**config.mk**
```make
export PLATFORM = sky130hd
export DESIGN_NAME = can_frame_encoder
export DESIGN_NICKNAME = d
export VERILOG_FILES = /design/src/rtl/can_frame_encoder_pkg.sv /design/src/rtl/can_crc15_ser.sv /design/src/rtl/can_frame_encoder.sv
export SDC_FILE = /design/constraint.sdc
export NUM_CORES = 1
export LEC_CHECK = 0
export ABC_CLOCK_PERIOD_IN_PS = 4460
export CORE_ASPECT_RATIO = 0.8
export CORE_UTILIZATION = 36
export CTS_CLUSTER_SIZE = 40
export DETAILED_ROUTE_END_ITERATION = 6
export GPL_TIMING_DRIVEN = 0
export PLACE_DENSITY = 0.53
export SYNTH_ARGS = -nofsm -noshare
export SYNTH_HDL_FRONTEND = slang
export SYNTH_SLANG_ARGS = --single-unit
export TNS_END_PERCENT = 5
```
**constraint.sdc**
```tcl
create_clock -name i_clock -period 4.46 [get_ports i_clock]
set_input_delay 0.892 -clock i_clock [delete_from_list [all_inputs] [get_ports i_clock]]
set_output_delay 0.892 -clock i_clock [all_outputs]
set_load 0.1 [all_outputs]
```
**src/rtl/can_frame_encoder_pkg.sv**
```systemverilog
// Shared CAN definitions for the transmit and receive paths.
// Frame field states, the CRC-15 polynomial, stuffing and fixed-field lengths.
package can_frame_encoder_pkg;

  typedef enum logic [3:0] {
    S_IDLE,
    S_SOF,
    S_ARB,
    S_CTRL,
    S_DATA,
    S_CRC,
    S_CRC_D,
    S_ACK_S,
    S_ACK_D,
    S_EOF,
    S_IFS
  } tx_state_e;

  localparam logic [14:0] CRC15_POLY  = 15'h4599;
  localparam logic [2:0]  STUFF_LIMIT = 3'd5;
  localparam logic [6:0]  EOF_LEN     = 7'd7;
  localparam logic [6:0]  IFS_LEN     = 7'd3;

  // Index of the last data bit for a given DLC (codes 9..15 carry 8 bytes).
  function automatic logic [6:0] data_last(input logic [3:0] dlc);
    logic [3:0] n_bytes;
    n_bytes = dlc[3] ? 4'd8 : dlc;
    return {n_bytes, 3'b000} - 7'd1;
  endfunction

endpackage

```
**src/rtl/can_crc15_ser.sv**
```systemverilog
// Serial CRC-15 (CAN polynomial), one bit per enable, synchronous clear.
module can_crc15_ser
  import can_frame_encoder_pkg::*;
(
  input  logic        i_clock,
  input  logic        i_reset_n,
  input  logic        i_clr,
  input  logic        i_en,
  input  logic        i_bit,
  output logic [14:0] o_crc
);

  logic [14:0] r_crc;
  logic        w_fb;

  assign w_fb  = i_bit ^ r_crc[14];
  assign o_crc = r_crc;

  // Shift in one frame bit, folding in the polynomial when the feedback is set.
  // NOTE: clocked state uses non-blocking assignments so every register sees pre-edge values.
  always_ff @(posedge i_clock or negedge i_reset_n) begin
    if (!i_reset_n) begin
      r_crc <= '0;
    end else if (i_clr) begin
      r_crc <= '0;
    end else if (i_en) begin
      r_crc <= {r_crc[13:0], 1'b0} ^ (w_fb ? CRC15_POLY : 15'h0000);
    end
  end

endmodule

```
**src/rtl/can_frame_encoder.sv**
```systemverilog
// CAN 2.0 frame serializer: latches a descriptor, emits one bit per SP strobe
// with CRC-15 and bit stuffing, checks the ACK slot.
// Build option: CAN_TX_ARB_MON_EN enables RX monitoring and arbitration loss in ARB.
module can_frame_encoder
  import can_frame_encoder_pkg::*;
(
  input  logic        i_clock,
  input  logic        i_reset_n,
  input  logic        i_sp,
  input  logic        i_rx,
  input  logic        i_start,
  input  logic        i_rtr,
  input  logic        i_ide,
  input  logic [10:0] i_idf,
  input  logic [17:0] i_idf_ex,
  input  logic [3:0]  i_dlc,
  input  logic [63:0] i_data,
  output logic        o_tx,
  output logic        o_busy,
  output logic        o_done,
  output logic        o_arb_lost,
  output logic        o_ack_err
);

  // Latched frame descriptor
  logic [10:0] r_id;
  logic [17:0] r_id_ex;
  logic        r_ide, r_rtr;
  logic [3:0]  r_dlc;
  logic [63:0] r_data;

  // Field position of the bit on TX, or of the pending field bit while a stuff bit is out
  tx_state_e   r_state;
  logic [6:0]  r_cnt;
  logic [2:0]  r_run;
  logic        r_stuff_now;
  logic        r_tx, r_busy, r_done, r_arb_lost, r_ack_err;

  tx_state_e   w_adv_state, w_ld_state;
  logic [6:0]  w_adv_cnt, w_ld_cnt, w_last;
  logic        w_ld_bit, w_has_data, w_do_stuff, w_arb_lose;
  logic        w_start_acc, w_sof_load, w_bit_load, w_crc_en, w_crc_bit;
  logic [14:0] w_crc;

  assign w_has_data  = !r_rtr && (r_dlc != 4'd0);
  assign w_start_acc = i_start && (r_state == S_IDLE) && !r_busy;
  assign w_sof_load  = (r_state == S_IDLE) && r_busy && i_sp;
  assign w_do_stuff  = !r_stuff_now && (r_run == STUFF_LIMIT) &&
                       (r_state inside {S_SOF, S_ARB, S_CTRL, S_DATA, S_CRC});

`ifdef CAN_TX_ARB_MON_EN
  assign w_arb_lose  = (r_state == S_ARB) && r_tx && !i_rx;
`else
  assign w_arb_lose  = 1'b0;
`endif

  assign w_bit_load  = (r_state != S_IDLE) && i_sp && !w_arb_lose && !w_do_stuff;
  assign w_ld_state  = r_stuff_now ? r_state : w_adv_state;
  assign w_ld_cnt    = r_stuff_now ? r_cnt : w_adv_cnt;
  assign w_crc_en    = w_sof_load ||
                       (w_bit_load && (w_ld_state inside {S_ARB, S_CTRL, S_DATA}));
  assign w_crc_bit   = w_sof_load ? 1'b0 : w_ld_bit;

  // Last bit index of the field currently being sent.
  // NOTE: every combinational output gets a default first so no latch is inferred.
  always_comb begin
    w_last = 7'd0;
    case (r_state)
      S_ARB:   w_last = r_ide ? 7'd31 : 7'd11;
      S_CTRL:  w_last = 7'd5;
      S_DATA:  w_last = data_last(r_dlc);
      S_CRC:   w_last = 7'd14;
      S_EOF:   w_last = EOF_LEN - 7'd1;
      S_IFS:   w_last = IFS_LEN - 7'd1;
      default: w_last = 7'd0;
    endcase
  end

  // Field position following the bit currently on TX.
  always_comb begin
    w_adv_state = r_state;
    w_adv_cnt   = r_cnt + 7'd1;
    if (r_cnt == w_last) begin
      w_adv_cnt = 7'd0;
      case (r_state)
        S_SOF:   w_adv_state = S_ARB;
        S_ARB:   w_adv_state = S_CTRL;
        S_CTRL:  w_adv_state = w_has_data ? S_DATA : S_CRC;
        S_DATA:  w_adv_state = S_CRC;
        S_CRC:   w_adv_state = S_CRC_D;
        S_CRC_D: w_adv_state = S_ACK_S;
        S_ACK_S: w_adv_state = S_ACK_D;
        S_ACK_D: w_adv_state = S_EOF;
        S_EOF:   w_adv_state = S_IFS;
        default: w_adv_state = S_IDLE;
      endcase
    end
  end

  // Bus level of the field bit at the load position.
  always_comb begin
    w_ld_bit = 1'b1;
    case (w_ld_state)
      S_SOF: w_ld_bit = 1'b0;
      S_ARB: begin
        if (w_ld_cnt <= 7'd10)      w_ld_bit = r_id[4'd10 - w_ld_cnt[3:0]];
        else if (w_ld_cnt == 7'd11) w_ld_bit = r_ide ? 1'b1 : r_rtr;   // SRR or RTR
        else if (w_ld_cnt == 7'd12) w_ld_bit = 1'b1;                   // IDE
        else if (w_ld_cnt <= 7'd30) w_ld_bit = r_id_ex[5'd30 - w_ld_cnt[4:0]];
        else                        w_ld_bit = r_rtr;
      end
      S_CTRL:  w_ld_bit = (w_ld_cnt >= 7'd2) ? r_dlc[2'd1 - w_ld_cnt[1:0]] : 1'b0;
      S_DATA:  w_ld_bit = r_data[6'd63 - w_ld_cnt[5:0]];
      S_CRC:   w_ld_bit = w_crc[4'd14 - w_ld_cnt[3:0]];
      default: w_ld_bit = 1'b1;
    endcase
  end

  can_crc15_ser u_crc (
    .i_clock   (i_clock),
    .i_reset_n (i_reset_n),
    .i_clr     (w_start_acc),
    .i_en      (w_crc_en),
    .i_bit     (w_crc_bit),
    .o_crc     (w_crc)
  );

  // Frame sequencer: accept a request, then on each SP check RX and load the next bit.
  always_ff @(posedge i_clock or negedge i_reset_n) begin
    if (!i_reset_n) begin
      r_id <= '0; r_id_ex <= '0; r_ide <= 1'b0; r_rtr <= 1'b0;
      r_dlc <= '0; r_data <= '0;
      r_state <= S_IDLE; r_cnt <= '0; r_run <= '0; r_stuff_now <= 1'b0;
      r_tx <= 1'b1; r_busy <= 1'b0; r_done <= 1'b0;
      r_arb_lost <= 1'b0; r_ack_err <= 1'b0;
    end else begin
      r_done     <= 1'b0;
      r_arb_lost <= 1'b0;
      if (w_start_acc) begin
        r_id <= i_idf; r_id_ex <= i_idf_ex; r_ide <= i_ide; r_rtr <= i_rtr;
        r_dlc <= i_dlc; r_data <= i_data;
        r_busy    <= 1'b1;
        r_ack_err <= 1'b0;
      end else if (w_sof_load) begin
        r_tx        <= 1'b0;
        r_state     <= S_SOF;
        r_cnt       <= '0;
        r_run       <= 3'd1;
        r_stuff_now <= 1'b0;
      end else if (i_sp && (r_state != S_IDLE)) begin
        if (w_arb_lose) begin
          r_tx        <= 1'b1;
          r_state     <= S_IDLE;
          r_busy      <= 1'b0;
          r_arb_lost  <= 1'b1;
          r_stuff_now <= 1'b0;
        end else begin
          if ((r_state == S_ACK_S) && i_rx) r_ack_err <= 1'b1;
          if (!r_stuff_now) begin
            r_state <= w_adv_state;
            r_cnt   <= w_adv_cnt;
          end
          if (w_do_stuff) begin
            r_tx        <= ~r_tx;
            r_run       <= 3'd1;
            r_stuff_now <= 1'b1;
          end else begin
            r_stuff_now <= 1'b0;
            if (w_ld_state == S_IDLE) begin
              r_tx   <= 1'b1;
              r_busy <= 1'b0;
              r_done <= 1'b1;
            end else begin
              r_tx  <= w_ld_bit;
              r_run <= (w_ld_bit == r_tx) ? r_run + 3'd1 : 3'd1;
            end
          end
        end
      end
    end
  end

  assign o_tx       = r_tx;
  assign o_busy     = r_busy;
  assign o_done     = r_done;
  assign o_arb_lost = r_arb_lost;
  assign o_ack_err  = r_ack_err;

endmodule

```
==> metrics.yaml <==
grt_pass1_vias: 6670
worst_slew_pin_slew_ps: 1150
nNetsFinal: 1019
drt-met1-wl_um: 12600
routed-wl-met3_um: 1320
core_region_area_um2: 20800
setup_viol: 0
power_frac_clock: 0.153
worstSetupPathType: "reg2reg"
vias_per_cell: 5.65
min_period_ps: 4370
rr_worst_depth: 19
antenna_found_initial: 0
pre_cts_ws_ps: -587
crit_start: "r_state[2]"
cp_max_fo: 10
numCtsBuffers: 17
drc: 0
hp-class: "in2async"
wl_met2_um: 11500
netlist_area_um2: 7650
initial_core_util: 0.368
drtIter0Drc: 483
fin_ws_ps: 88.6
ant_nets: 0
path_clk_slew_ps: 70
p_leak_nw: 4.17
min_period_over_period: 0.980
synth-async-reset-ratio: 1.00
grt_use_total: 0.241
cp.required_ps: 4780
placedCellCount: 1139
cts_root_buf: "clkbuf_16"
power.internal_w: 0.00504
avgRoutedWirePerCell_um: 21.6
tritoncts: "built"
highest_layer: "met4"
n_antenna_cell: 0
p_comb_frac: 0.615
crit_family: "compound AO/OA/AOI/OAI gates"
area_growth_pct: 32.4
crit_path_top_delay_cell: "or4b_4"
holdBufCountCts: 0
regToRegEndpoint: "u_crc.o_crc[0]"
hpwl_um: 19000
drive_gt1_frac: 0.260
worst_setup_path_end_kind: "flop"
path_cells: "buf_4 -> or4b_4 -> a21boi_2 -> mux2i_2 -> nand4_2 -> buf_6 -> o41ai_4 -> buf_6 -> buf_4 -> buf_6 -> nand3_1 -> a21oi_1 -> a221oi_1 -> a211oi_1 -> o211ai_2 -> buf_4 -> buf_6 -> and2_1 -> a222oi_1"
drv_slew: 0
critPathMaxStageDelay_ps: 530
core.rowCount: 47
path_common_cell: "buf_6"
cp.buffers_inverters: 7
ys.flop_type: "dfrtp_1"
overflow: 0
fin_cells: 1193
dieArea_um2: 21800
fin_util: 0.488
startpoint_type: "flop"
synth_seq_cells: 133
chipWidth_um: 165
ioPinCount: 109
synth_area_leader_cell: "dfrtp_1"
switching_power_w: 0.00455
synth.distinct_cells: 85
synth_edf_count: 0
ir_worst_vdd_mv: 0.357
grt_pass1_wl_um: 39200
status: "complete, no violations"
synthMostInstantiatedCell: "dfrtp_1"
timing.reg2reg.setup_slack_ps: 90
cap_viol_max_count: 0
wirelength_um: 25800
worstSkewPairLatency_ps: 440
synth_common_cells: "dfrtp_1 (132), mux2_2 (102), nand2_1 (92), nor2_1 (46), nand3_1 (41)"
grt_max_degree: 97
hold_viol_final: 0
port_buffers: 107
clock_path_buffers: 2
pwr-share-seq: 0.233
synth_nets: 870
swShare: 0.475
die_h_um: 132
gp_congestion: 0.905
synth.avg_cell_area_um2: 10.0
fin_worst_skew_ps: 10.6
drt_first_pass_iters: 5
ys_seq_area_frac: 0.435
powerDensity_nw_per_um2: 946
max_freq_mhz: 229
cts_max_level: 4
synth_top_area_frac: 0.432
synthTopCellsByArea: "dfrtp_1 (43%), mux2_2 (15%), nand2_1 (4.5%)"
yosysWarnings: 0
synth_cells: 762
via_count: 6737
cts_num_sinks: 133
crit_arrival_ps: 4700
r2r-start: "r_state[2]"
slew_headroom: 0.231
layout by cell type (no fill, tap or decap), types with 7 or more instances in the layout:
| master | n |
|---|---|
| dfrtp_1 | 130 |
| clkdlybuf4s50_1 | 106 |
| mux2_2 | 102 |
| nand2_1 | 91 |
| nor2_1 | 46 |
| nand3_1 | 40 |
| o21ai_0 | 30 |
| a21oi_1 | 25 |
| buf_4 | 24 |
| clkbuf_1 | 23 |
| nor3_1 | 18 |
| mux2i_1 | 18 |
| clkbuf_16 | 17 |
| buf_6 | 12 |
| xor2_1 | 12 |
| a31oi_1 | 12 |
| o21a_1 | 8 |
| nand2b_1 | 7 |
| nor4_1 | 7 |
| xnor2_1 | 7 |
| and2_1 | 7 |
| inv_8 | 7 |
kinds of logic (layout without fill, tap and decap cells):
| kind of cell | count (synthesis) | count (layout) | share of synthesized area |
|---|---|---|---|
| buffers and inverters | 57 | 219 | 0.0378 |
| and+or+nand+nor | 269 | 269 | 0.177 |
| DFF | 133 | 133 | 0.435 |
| muxes | 122 | 122 | 0.178 |
| xor gates and xnor gates | 21 | 21 | 0.0241 |
| AOI/OAI and AO/OA | 155 | 155 | 0.141 |
| adders and majority gates | 4 | 4 | 0.00655 |
| other | 1 | 1 | 0.000490 |
power by group through the flow:
stage | logic (W) | clock network (W) | registers [W]
2_1_floorplan | 0.00353 | 0 | 0.00216
3_3_place_gp | 0.00503 | 0 | 0.00221
3_5_place_dp | 0.00510 | 0 | 0.00223
4_1_cts | 0.00533 | 0.00149 | 0.00221
5_1_grt | 0.00632 | 0.00153 | 0.00230
6_report | 0.00589 | 0.00146 | 0.00223
state kept, by name, summed over array words and instances, names as in the netlist, 3 cells and up:
name         count
r_dlc            4
r_state          4
r_id            11
r_id_ex         18
r_run            3
u_crc.o_crc     15
r_cnt            7
r_data          64
worst max path at each step:
| stage | endpoint | slack, ps | depth (start not counted) |
|---|---|---|---|
| 4_1_cts | u_crc.o_crc[0] | 20 | 19 |
| 2_1_floorplan | u_crc.o_crc[0] | 570 | 14 |
| 3_3_place_gp | r_data[57] | -2860 | 1 |
| 5_1_grt | u_crc.o_crc[0] | -20 | 20 |
| 3_5_place_dp | u_crc.o_crc[0] | -590 | 18 |
| 6_report | u_crc.o_crc[0] | 90 | 19 |
layout make-up:
cell class                      instances  area (um2)
Fill cell                            1947       10600
Multi-Input combinational cell        572        4240
Buffer                                 51         290
Clock inverter                         15         180
Timing Repair Buffer                  131        1310
Clock buffer                           17         425
Tap cell                              269         337
Inverter                                5        18.8
Sequential cell                       133        3330
metrics by stage:
stage | total power, W | TNS (ps) | area (um2) | hold slack, ps
after floorplan | 0.00570 | 0 | 7650 | 460
after global placement | 0.00724 | -383040 | 9050 | 479
after detailed placement | 0.00733 | -5020 | 9090 | 484
after CTS | 0.00903 | 0 | 9790 | 361
after global routing | 0.0101 | -19.9 | 10100 | 375
final | 0.00958 | 0 | 10100 | 355
timing repair:
| action | CTS | global route |
|---|---|---|
| endpoints found under the setup margin | 11 | 11 |
| pin swaps | 2 | 14 |
| setup buffers | 2 | 21 |
| gates resized for setup | 16 | 43 |
per-layer routing:
layer / vias up / GRT usage
met5: - / 0
met4: 0 / 0.0647
met3: 23 / 0.0381
met2: 241 / 0.359
met1: 3356 / 0.359
li1: 3117 / -
Note: power is estimated with default switching activity, not from simulation.
